<file path="config.mk">
export PLATFORM = sky130hd
export DESIGN_NAME = apb_cmd_master
export DESIGN_NICKNAME = d
export VERILOG_FILES = /design/src/rtl/apb_cmd_master.sv
export SDC_FILE = /design/constraint.sdc
export NUM_CORES = 1
export LEC_CHECK = 0
export CORE_MARGIN = 2
export CORE_UTILIZATION = 45
export CTS_CLUSTER_DIAMETER = 120
export DETAILED_ROUTE_END_ITERATION = 10
export GPL_ROUTABILITY_DRIVEN = 0
export MAX_ROUTING_LAYER = met4
export PLACE_DENSITY = 0.69
export SETUP_SLACK_MARGIN = 0.15
export SYNTH_ARGS = -nofsm -noshare
export SYNTH_HDL_FRONTEND = slang
export SYNTH_SLANG_ARGS = --single-unit
</file>
<file path="constraint.sdc">
create_clock -name HCLK -period 2.85 [get_ports HCLK]
set_input_delay 0.285 -clock HCLK [delete_from_list [all_inputs] [get_ports HCLK]]
set_output_delay 0.285 -clock HCLK [all_outputs]
set_load 0.01 [all_outputs]
</file>
<file path="src/rtl/apb_cmd_master.sv">
// apb_cmd_master
//   APB initiator that converts a valid/ready command stream into APB
//   SETUP/ACCESS transfers and returns exactly one response per command.
//   It holds up to two pending commands in a FIFO and has one transfer in
//   flight. A transfer whose completer never raises PREADY is aborted after
//   TIMEOUT_CYCLES ACCESS cycles (0 disables the timeout).
//
// Ports
//   HCLK, HRESETn       clock, synchronous active-low reset
//   cmd_*               command input (valid/ready, write, addr, wdata)
//   rsp_*               response output (valid/ready, rdata, err, timeout)
//   PADDR..PENABLE      APB request outputs
//   PRDATA/PREADY/PSLVERR APB completer inputs
//   busy_o              command pending or transfer/response in progress
module apb_cmd_master #(
  parameter int unsigned APB_ADDR_WIDTH = 12,
  parameter int unsigned TIMEOUT_CYCLES = 255
) (
  input  logic                      HCLK,
  input  logic                      HRESETn,
  input  logic                      cmd_valid_i,
  output logic                      cmd_ready_o,
  input  logic                      cmd_write_i,
  input  logic [APB_ADDR_WIDTH-1:0] cmd_addr_i,
  input  logic [31:0]               cmd_wdata_i,
  output logic                      rsp_valid_o,
  input  logic                      rsp_ready_i,
  output logic [31:0]               rsp_rdata_o,
  output logic                      rsp_err_o,
  output logic                      rsp_timeout_o,
  output logic [APB_ADDR_WIDTH-1:0] PADDR,
  output logic [31:0]               PWDATA,
  output logic                      PWRITE,
  output logic                      PSEL,
  output logic                      PENABLE,
  input  logic [31:0]               PRDATA,
  input  logic                      PREADY,
  input  logic                      PSLVERR,
  output logic                      busy_o
);

  typedef enum logic [1:0] {S_IDLE, S_SETUP, S_ACCESS, S_RESP} state_t;

  localparam bit          LP_TO_EN   = (TIMEOUT_CYCLES != 0);
  localparam logic [15:0] LP_TO_LAST = 16'(TIMEOUT_CYCLES - 1);

  state_t                    r_state;
  logic [15:0]               r_acc_cnt;

  // Two-entry command FIFO
  logic                      r_fifo_write [2];
  logic [APB_ADDR_WIDTH-1:0] r_fifo_addr  [2];
  logic [31:0]               r_fifo_wdata [2];
  logic                      r_wr_ptr;
  logic                      r_rd_ptr;
  logic [1:0]                r_count;

  logic                      r_psel;
  logic                      r_penable;
  logic                      r_pwrite;
  logic [APB_ADDR_WIDTH-1:0] r_paddr;
  logic [31:0]               r_pwdata;
  logic                      r_rsp_valid;
  logic [31:0]               r_rsp_rdata;
  logic                      r_rsp_err;
  logic                      r_rsp_timeout;

  logic                      w_full;
  logic                      w_push;
  logic                      w_pop;

  // Full is evaluated on registered occupancy, so a pop in the same cycle
  // never opens room for a push.
  assign w_full = (r_count == 2'd2);
  assign w_push = cmd_valid_i && !w_full;
  assign w_pop  = (r_count != 2'd0) &&
                  ((r_state == S_IDLE) || ((r_state == S_RESP) && rsp_ready_i));

  always_ff @(posedge HCLK) begin
    if (!HRESETn) begin
      r_wr_ptr <= 1'b0;
      r_rd_ptr <= 1'b0;
      r_count  <= '0;
      for (int unsigned i = 0; i < 2; i++) begin
        r_fifo_write[i] <= 1'b0;
        r_fifo_addr[i]  <= '0;
        r_fifo_wdata[i] <= '0;
      end
    end else begin
      if (w_push) begin
        r_fifo_write[r_wr_ptr] <= cmd_write_i;
        r_fifo_addr[r_wr_ptr]  <= cmd_addr_i;
        r_fifo_wdata[r_wr_ptr] <= cmd_wdata_i;
        r_wr_ptr               <= ~r_wr_ptr;
      end
      if (w_pop) begin
        r_rd_ptr <= ~r_rd_ptr;
      end
      case ({w_push, w_pop})
        2'b10:   r_count <= r_count + 2'd1;
        2'b01:   r_count <= r_count - 2'd1;
        default: r_count <= r_count;
      endcase
    end
  end

  always_ff @(posedge HCLK) begin
    if (!HRESETn) begin
      r_state       <= S_IDLE;
      r_acc_cnt     <= '0;
      r_psel        <= 1'b0;
      r_penable     <= 1'b0;
      r_pwrite      <= 1'b0;
      r_paddr       <= '0;
      r_pwdata      <= '0;
      r_rsp_valid   <= 1'b0;
      r_rsp_rdata   <= '0;
      r_rsp_err     <= 1'b0;
      r_rsp_timeout <= 1'b0;
    end else begin
      case (r_state)
        S_IDLE: begin
          if (w_pop) begin
            r_paddr  <= r_fifo_addr[r_rd_ptr];
            r_pwdata <= r_fifo_wdata[r_rd_ptr];
            r_pwrite <= r_fifo_write[r_rd_ptr];
            r_psel   <= 1'b1;
            r_state  <= S_SETUP;
          end
        end
        S_SETUP: begin
          r_penable <= 1'b1;
          r_acc_cnt <= '0;
          r_state   <= S_ACCESS;
        end
        S_ACCESS: begin
          // PREADY is tested first so completion on the last permitted
          // cycle takes priority over the timeout abort.
          if (PREADY) begin
            r_rsp_rdata   <= r_pwrite ? '0 : PRDATA;
            r_rsp_err     <= PSLVERR;
            r_rsp_timeout <= 1'b0;
            r_rsp_valid   <= 1'b1;
            r_psel        <= 1'b0;
            r_penable     <= 1'b0;
            r_state       <= S_RESP;
          end else if (LP_TO_EN && (r_acc_cnt == LP_TO_LAST)) begin
            r_rsp_rdata   <= '0;
            r_rsp_err     <= 1'b1;
            r_rsp_timeout <= 1'b1;
            r_rsp_valid   <= 1'b1;
            r_psel        <= 1'b0;
            r_penable     <= 1'b0;
            r_state       <= S_RESP;
          end else begin
            r_acc_cnt <= r_acc_cnt + 16'd1;
          end
        end
        S_RESP: begin
          if (rsp_ready_i) begin
            r_rsp_valid <= 1'b0;
            if (w_pop) begin
              r_paddr  <= r_fifo_addr[r_rd_ptr];
              r_pwdata <= r_fifo_wdata[r_rd_ptr];
              r_pwrite <= r_fifo_write[r_rd_ptr];
              r_psel   <= 1'b1;
              r_state  <= S_SETUP;
            end else begin
              r_state <= S_IDLE;
            end
          end
        end
        default: r_state <= S_IDLE;
      endcase
    end
  end

  assign cmd_ready_o   = !w_full;
  assign rsp_valid_o   = r_rsp_valid;
  assign rsp_rdata_o   = r_rsp_rdata;
  assign rsp_err_o     = r_rsp_err;
  assign rsp_timeout_o = r_rsp_timeout;
  assign PADDR         = r_paddr;
  assign PWDATA        = r_pwdata;
  assign PWRITE        = r_pwrite;
  assign PSEL          = r_psel;
  assign PENABLE       = r_penable;
  assign busy_o        = (r_count != 2'd0) || (r_state != S_IDLE);

endmodule

</file>
# Word level (Yosys, flattened, before mapping)
# Memories as Yosys holds them, arrays and structs flattened. A register that Yosys moved wholly into a read port is not among the register bits.
# Cells that the tools add are included.
dict set report word_totals {
  ff_bits 104
  ram_bits 90
  out_inout_bits 84
  n_memories 3
}
# name words word_bits read_ports rd_ports_with_merged_regs write_ports line
set mem_list {}
lappend mem_list {r_fifo_wdata 2 32 1 1 2 53} ;# logic [31:0] r_fifo_wdata [2];
lappend mem_list {r_fifo_addr 2 12 1 1 2 52} ;# logic [APB_ADDR_WIDTH-1:0] r_fifo_addr [2];
lappend mem_list {r_fifo_write 2 1 1 1 2 51} ;# logic r_fifo_write [2];
dict set report classes {
  addsub 3
  eq_ne 12
  n_mux 53
  bitwise 2
  n_reduce_logical 25
}
# operator count
set op_table {}
lappend op_table {{$mux W32} 6}
lappend op_table {{$pmux W32 S2} 1}
lappend op_table {{$mux W12} 3}
lappend op_table {{$mux W16} 2}
lappend op_table {{$pmux W16 S2} 1}
lappend op_table {{$reduce_or A32 Y1} 1}
lappend op_table {{$mux W1} 29}
lappend op_table {{$pmux W12 S2} 1}
lappend op_table {{$add A16 B1 Y16 const B} 1}
lappend op_table {{$eq A16 B8 Y1 const B} 1}
lappend op_table {{$reduce_bool A2 Y1} 7}
lappend op_table {{$reduce_and A3 Y1} 4}
lappend op_table {{$reduce_or A12 Y1} 1}
lappend op_table {{$eq A2 B2 Y1 const B} 4}
lappend op_table {{$mux W2} 4}
lappend op_table {{$ne A2 B2 Y1 const B} 4}
lappend op_table {{$pmux W2 S4} 1}
lappend op_table {{$pmux W1 S2} 3}
lappend op_table {{$reduce_and A2 Y1} 3}
lappend op_table {{$eq A2 B1 Y1 const B} 2}
lappend op_table {{$pmux W2 S2} 1}
lappend op_table {{$logic_and A1 B1 Y1} 3}
lappend op_table {{$ne A3 B3 Y1 const B} 1}
lappend op_table {{$pmux W1 S3} 1}
lappend op_table {{other kinds (8)} 10}

# Longest topological paths before layout
# Gate-level depths: netlist of run 1.
dict set report depth {
  word_depth 8
  mapped_depth 8
  ltp_nobuf 8
}

# Least setup slack after synthesis of run 1
# OpenSTA, ideal clock, no wires.
dict set report synth_timing {
  path_kind {register to register}
  startpoint {register r_count[0]}
  endpoint {memory r_fifo_addr[1][0], enable pin}
  setup_time_ns 0.408
  arrival_time_ns 2.157
  path_slack_ns 0.284
  stages_incl_launch_ff 5
  path_buffers 1
  synth_period_minus_slack_ns 2.566
  path_cell_list {dfxtp_1 nand2b_1 and4_1 clkbuf_1 nand2b_1}
}
# item line
set synth_rtl {}
lappend synth_rtl {{start: declaration} 56} ;# logic [1:0] r_count;
lappend synth_rtl {{start signal: assignment} 100} ;# 2'b10: r_count <= r_count + 2'd1;
lappend synth_rtl {{start signal: assignment} 101} ;# 2'b01: r_count <= r_count - 2'd1;
lappend synth_rtl {{start signal: assignment} 102} ;# default: r_count <= r_count;
lappend synth_rtl {{end: declaration} 52}

# Worst setup path after layout of run 1
dict set report layout_timing {
  startpoint {register r_acc_cnt[1]}
  endpoint {register r_rsp_rdata[17], in the netlist rsp_rdata_o[17]}
}
dict set report layout_via {
  elab_chain_cells 3
}
# item line
set layout_lines {}
lappend layout_lines {{start: declaration} 48} ;# logic [15:0] r_acc_cnt;
lappend layout_lines {{start signal: assignment} 156} ;# r_acc_cnt <= r_acc_cnt + 16'd1;
lappend layout_lines {{$eq A16 B8 Y1} 147} ;# end else if (LP_TO_EN && (r_acc_cnt == LP_TO_LAST)) begin
lappend layout_lines {{$reduce_bool A2 Y1 (no source line)} n/a}
lappend layout_lines {{$reduce_and A2 Y1 (no source line)} n/a}
lappend layout_lines {{end signal: assignment} 140} ;# r_rsp_rdata <= r_pwrite ? '0 : PRDATA;
lappend layout_lines {{end: declaration} 64} ;# logic [31:0] r_rsp_rdata;
# Every way passes these cells.
# A chain may end at the register's enable or synchronous reset.

==> results of run 1 <==
-- metrics by stage --
stage / instances / hold slack [ns] / worst slack [ns] / utilization [%] / power [mW]
finish: 1112 / 0.426 / 0.615 / 60.2 / 8.33
global route: 1112 / 0.423 / 0.461 / 60.2 / 8.76
global placement: 1080 / 0.437 / 0.704 / 57.1 / 6.11
detailed placement: 1080 / 0.449 / 0.638 / 57.1 / 6.20
floorplan: 726 / 0.394 / 0.284 / - / 5.10
CTS: 1112 / 0.402 / 0.623 / 60.2 / 8.40
-- layer usage --
layer	GRT usage (%)	vias up
met4	4.93	0
met5	-	-
met1	24.5	2875
met2	32.7	145
li1	-	2933
met3	4.68	15
-- Yosys cell counts (2+ instances only) --
cell       count  area [µm²]
nand2b_1       7        43.8
a211oi_1      45         338
nand2_1       52         195
mux2i_1       51         510
dfxtp_1      107        2140
o211ai_1       2        15.0
nand3_1       15        75.1
or4_1          5        37.5
clkbuf_1      35         131
nor2b_1        3        18.8
a21oi_1       11        55.1
o221ai_1       2        17.5
or3_1          7        43.8
nand4_1       36         225
o2111ai_1      2        17.5
o41ai_1        2        17.5
buf_6          3        33.8
a31oi_1        3        18.8
edfxtp_1      88        2640
nor4_1         2        12.5
o21ai_0       17        85.1
and2_1        89         557
buf_4          3        22.5
buf_2          6        30.0
a311oi_1       2        17.5
xnor2_1        2        17.5
nand4b_1       2        17.5
o21ai_1       21         105
ha_1           8         100
o311ai_0       2        17.5
nor3_1         7        35.0
inv_1          7        26.3
buf_1          6        22.5
nor2_1        56         210
-- tightest hold or removal path: cells and delay by family --
family / cells / cell delay (ns)
AO/OA/AOI/OAI: 2 / 0.14
buffers and inverters: 2 / 0.37
-- layout make-up --
class / instances / area share, %
timing repair buffer: 184 / 17.3
sequential: 195 / 45.6
clock buffer: 19 / 4.22
clock inverter: 13 / 0.990
tap: 225 / 2.68
inverter: 7 / 0.250
multi-input combinational: 469 / 28.9
-- registers in the layout, summed over array words and instances, names as in the netlist, 12 cells and up, named ones only --
name and count:
r_fifo_wdata 64, PWDATA 32, rsp_rdata_o 32, r_fifo_addr 24
r_acc_cnt 16, PADDR 12
-- cell families after synthesis --
kind of cell    count (synthesis)  share of synthesized area [%]
compound gates                117                           10.1
xor+xnor                        3                          0.325
fa+ha+maj                       8                           1.24
buf+inv                        62                           3.59
flops                         195                           59.2
mux                            51                           6.32
simple gates                  290                           19.2
-- path summary, 6_finish.rpt --
| kind | cells past startpoint | end | slack (ns) | startpoint |
|---|---|---|---|---|
| min reg2reg | 2 | rsp_rdata_o[12]$_SDFFE_PN0P_ | 0.45 | rsp_rdata_o[12]$_SDFFE_PN0P_ |
| max reg2reg | 7 | rsp_rdata_o[17]$_SDFFE_PN0P_ | 0.62 | r_acc_cnt[1]$_SDFFE_PN0P_ |
| max | 7 | rsp_rdata_o[17]$_SDFFE_PN0P_ | 0.62 | r_acc_cnt[1]$_SDFFE_PN0P_ |
| min | 4 | PENABLE$_SDFFE_PN0P_ | 0.43 | HRESETn |
-- where the power goes --
part	switching (mW)	internal, mW	total (mW)
Combinational	1.28	1.14	2.43
Sequential	0.268	3.44	3.71
Clock	1.04	1.16	2.19
==> impl_metrics.ini, run 1 <==
[timing]
relSlewSlack_pct = 57.0
finalSetupViolCount = 0
tns_ns = 0
rsz0062_at_grt = false
slew_violations = 0
finClkSkew_ns = 0.0102
tightest_slew_ns = 0.645
fin_crit_sh_pct = 78.4
max_freq_mhz = 447
timing.final.crit_period_ns = 2.23
finalHoldViolations = 0

[drt]
top_layer = met4
vias = 5968
wl_met1_mm = 8.05
drc = 0
postRouteAntennaNets = 0
wl_met2_mm = 9.10
first_iter_violations = 345
finalWirelength_mm = 18.3
wl_per_cell_um = 16.5
wl_met3_um = 954
dr.pass1.iters = 5
vias_per_cell = 5.37

[layout]
final_nets = 965
syn_to_final_growth_pct = 29.9
regArea_mm2 = 0.00479
multiInputGateArea_mm2 = 0.00303
layout_common_cells = clkdlybuf4s50_1 (165), dfxtp_1 (106), and2_1 (89)
antennaDiodeCount = 0
drive_gt1_share_pct = 7.44
final_common_cell = clkdlybuf4s50_1
final_area_mm2 = 0.0105
fill_cells = 1429

[synthesis]
syn-instance-count = 726
yosysSeqAreaShare_pct = 59.2
synthArstFlopShare_pct = 0
ys.flop_type = dfxtp_1
synth_fp_nets = 817
ys_seq_elements = 195
synth_edf_count = 88
yosysWarnings = 0
syn-mean-instance-area_um2 = 11.1
synth_area_mm2 = 0.00808
ys_types = 54

[worst_setup_path]
path_cells = ha_1, or4b_4, o41ai_4, buf_4, buf_4, nand4_1, o21ai_1
critical_path_required_ns = 3.20
slowest_delay_ns = 0.51
cp_common_cell = buf_4
startpoint_type = flip-flop
criticalPathCategory = flip-flop to flip-flop
crit_path_top_delay_cell = or4b_4
crit_path_end_kind = flip-flop
cp_num_buf_inv = 2
cp_top_family = simple AND/OR/NAND/NOR gates
cp.arrival_ns = 2.58
critPathMaxFanout = 32

[die]
rows = 48
fp.dieW_um = 138
core_mm2 = 0.0174
die-area_mm2 = 0.0190
start_util_pct = 46.4
pin_count = 167
fp.dieH_um = 138

[placed_design]
dpl.hpwl_mm = 12.0
place_area_mm2 = 0.00994
port_buffers = 166

[global_routing]
grt_use_total_pct = 19.7
first_global_vias = 5805
gr-total-overflow = 0
grt_max_degree = 91
antenna_found_initial = 0
grt_pass1_wl_mm = 28.6

[cts]
htreeDepth = 4
cts_hold_buffers = 0
clk_path_buf_depth = 2
cts_tree = built
cts_sinks = 195
path_clk_slew_ns = 0.07
clock_latency_ns = 0.42
cts_root_buffer = clkbuf_16
cts_resized = 0
post_cts_buffers = 0
cts_buffers = 17

[worst_hold_path]
hold_class = primary input to flip-flop

[outcome]
status = completed

[power_and_ir_drop]
leakagePower_nw = 3.67
ir_drop_mv = 0.456
power_density_mw_per_mm2 = 794

[flow_run]
cap_viol_max_count = 0
No activity file was read; power rests on OpenSTA's default activity.
==> inputs of run 2 (changes only) <==
clock period = 2.2 ns   (was 2.85 ns; I/O delays follow)
==> run 2 against run 1 <==
Net effect: register-to-register slack lost 0.46 ns; power grew 38%; sequential power grew 29%; via count grew 4.0%; first-iteration DRC count grew 45%; count of clock-buffer cells in the layout is the same; non-clock buffer count grew 19; die area is the same; fmax grew 9.2%; worst hold slack lost 0.14 ns; critical endpoint is now rsp_err_o$_SDFFE_PN0P_; largest cell class unchanged.
==> impl_metrics.ini, run 2 (synthesized netlist as in run 1, its figures left out) <==
[flow_run]
cap_viol_max_count = 0

[worst_setup_path]
critPathMaxFanout = 8
startpoint_type = flip-flop
path_cells = inv_2, ha_2, or4b_4, o41ai_4, and2_4, buf_8, o221a_2
cp_num_buf_inv = 2
critical_path_required_ns = 2.57
cp_top_family = simple AND/OR/NAND/NOR gates
slowest_delay_ns = 0.51
crit_path_top_delay_cell = or4b_4
cp.arrival_ns = 2.42
criticalPathCategory = flip-flop to flip-flop
crit_path_end_kind = flip-flop

[cts]
htreeDepth = 4
cts_hold_buffers = 0
cts_root_buffer = clkbuf_16
clock_latency_ns = 0.43
path_clk_slew_ns = 0.07
cts_sinks = 195
cts_tree = built
cts_buffers = 17
clk_path_buf_depth = 2

[worst_hold_path]
hold_class = primary input to flip-flop

[layout]
largest_reg_flops = 64
layout_common_cells = clkdlybuf4s50_1 (164), dfxtp_1 (104), and2_1 (88), edfxtp_1 (88), nor2_1 (56)
drive_gt1_share_pct = 12.2
syn_to_final_growth_pct = 35.7
final_nets = 984
antennaDiodeCount = 0
fin_cells = 1130
final_common_cell = clkdlybuf4s50_1
final_area_mm2 = 0.0110
regMostFlops = r_fifo_wdata

[drt]
vias = 6204
drc = 0
finalWirelength_mm = 20.1
wl_per_cell_um = 17.8
vias_per_cell = 5.49
postRouteAntennaNets = 0
dr.pass1.iters = 5
first_iter_violations = 500

[global_routing]
gr-total-overflow = 0
grt_max_degree = 91
grt_pass1_wl_mm = 29.2
grt_use_total_pct = 20.5
antenna_found_initial = 0
first_global_vias = 5984

[die]
fp.dieH_um = 138
rows = 48
die-area_mm2 = 0.0190
core_mm2 = 0.0174
pin_count = 167
start_util_pct = 46.4
fp.dieW_um = 138

[timing]
timing.final.crit_period_ns = 2.05
tightest_slew_ns = 0.497
finClkSkew_ns = 0.0103
relSlewSlack_pct = 66.9
max_freq_mhz = 489
fin_crit_sh_pct = 93.0
rsz0062_at_grt = true
tns_ns = 0
finalSetupViolCount = 0
finalHoldViolations = 0
slew_violations = 0

[power_and_ir_drop]
ir_drop_mv = 0.547
p_total_mw = 11.5
power_density_mw_per_mm2 = 1050
leakagePower_nw = 3.89

[placed_design]
place_inst = 1090
port_buffers = 166
place_area_mm2 = 0.0101
dpl.hpwl_mm = 12.3

[outcome]
status = completed
run 2: cell types whose count changed in the layout (fill, tap and decap cells not counted), moves of 2 or more:
cell       before  now
buf_6           0    3
o21ai_2         0   21
dfxtp_2         1    3
clkbuf_16      17   22
buf_4          16   21
o21ai_1        21    7
bufinv_16       0    3
buf_12          2    7
clkinv_4        5    1
dfxtp_1       106  104
o21ai_0        17   10
run 2: worst paths after layout:
kind | startpoint | to | slack [ns] | depth (start not counted)
max | r_acc_cnt[0]$_SDFFE_PN0P_ | rsp_err_o$_SDFFE_PN0P_ | 0.15 | 7
min reg2reg | rsp_rdata_o[6]$_SDFFE_PN0P_ | rsp_rdata_o[6]$_SDFFE_PN0P_ | 0.45 | 2
min | HRESETn | rsp_timeout_o$_SDFFE_PN0P_ | 0.29 | 4
max reg2reg | r_acc_cnt[0]$_SDFFE_PN0P_ | rsp_err_o$_SDFFE_PN0P_ | 0.15 | 7
run 2: cell type report:
cell class                 instances  area (µm²)
clock buffer                      19         433
clock inverter                    12         156
fill                            1334        6460
inverter                           7        26.3
multi-input combinational        469        3140
sequential                       195        4790
tap                              225         282
timing repair buffer             203        2130
run 2: timing repair:
action                     in CTS  in global routing
pin swaps                       1                 23
setup buffers                   0                  3
setup endpoints to repair      34                 68
resized for setup               1                 48
cloned                          0                  6
run 2: metal layers:
| layer | global-route usage, % | part of all wire [%] | vias to the layer above |
|---|---|---|---|
| met5 | - | 0 | - |
| met4 | 7.37 | 1.8 | 0 |
| met3 | 3.84 | 5.0 | 24 |
| met2 | 35.0 | 52 | 166 |
| met1 | 24.2 | 41 | 3053 |
| li1 | - | - | 2961 |
run 2: worst register-to-register path: cells and delay by family (launching register included):
kind,cells,cell delay [ns]
and+or+nand+nor,2,0.82
buffers and inverters,2,0.18
AOI/OAI and AO/OA,2,0.52
adders and majority gates,1,0.14
DFF,1,0.33
run 2: metrics by stage:
step / setup slack [ns] / util (%) / hold WS, ns
final: 0.154 / 62.9 / 0.291
after global placement: 0.165 / 57.8 / 0.436
after floorplan: 0.174 / - / 0.329
after CTS: 0.157 / 61.2 / 0.274
after detailed placement: 0.118 / 57.8 / 0.446
after global routing: 0.0754 / 62.9 / 0.306
run 2: power breakdown:
part	internal (mW)	switching [mW]
clock network	1.79	1.34
logic	1.68	1.87
registers	4.46	0.317
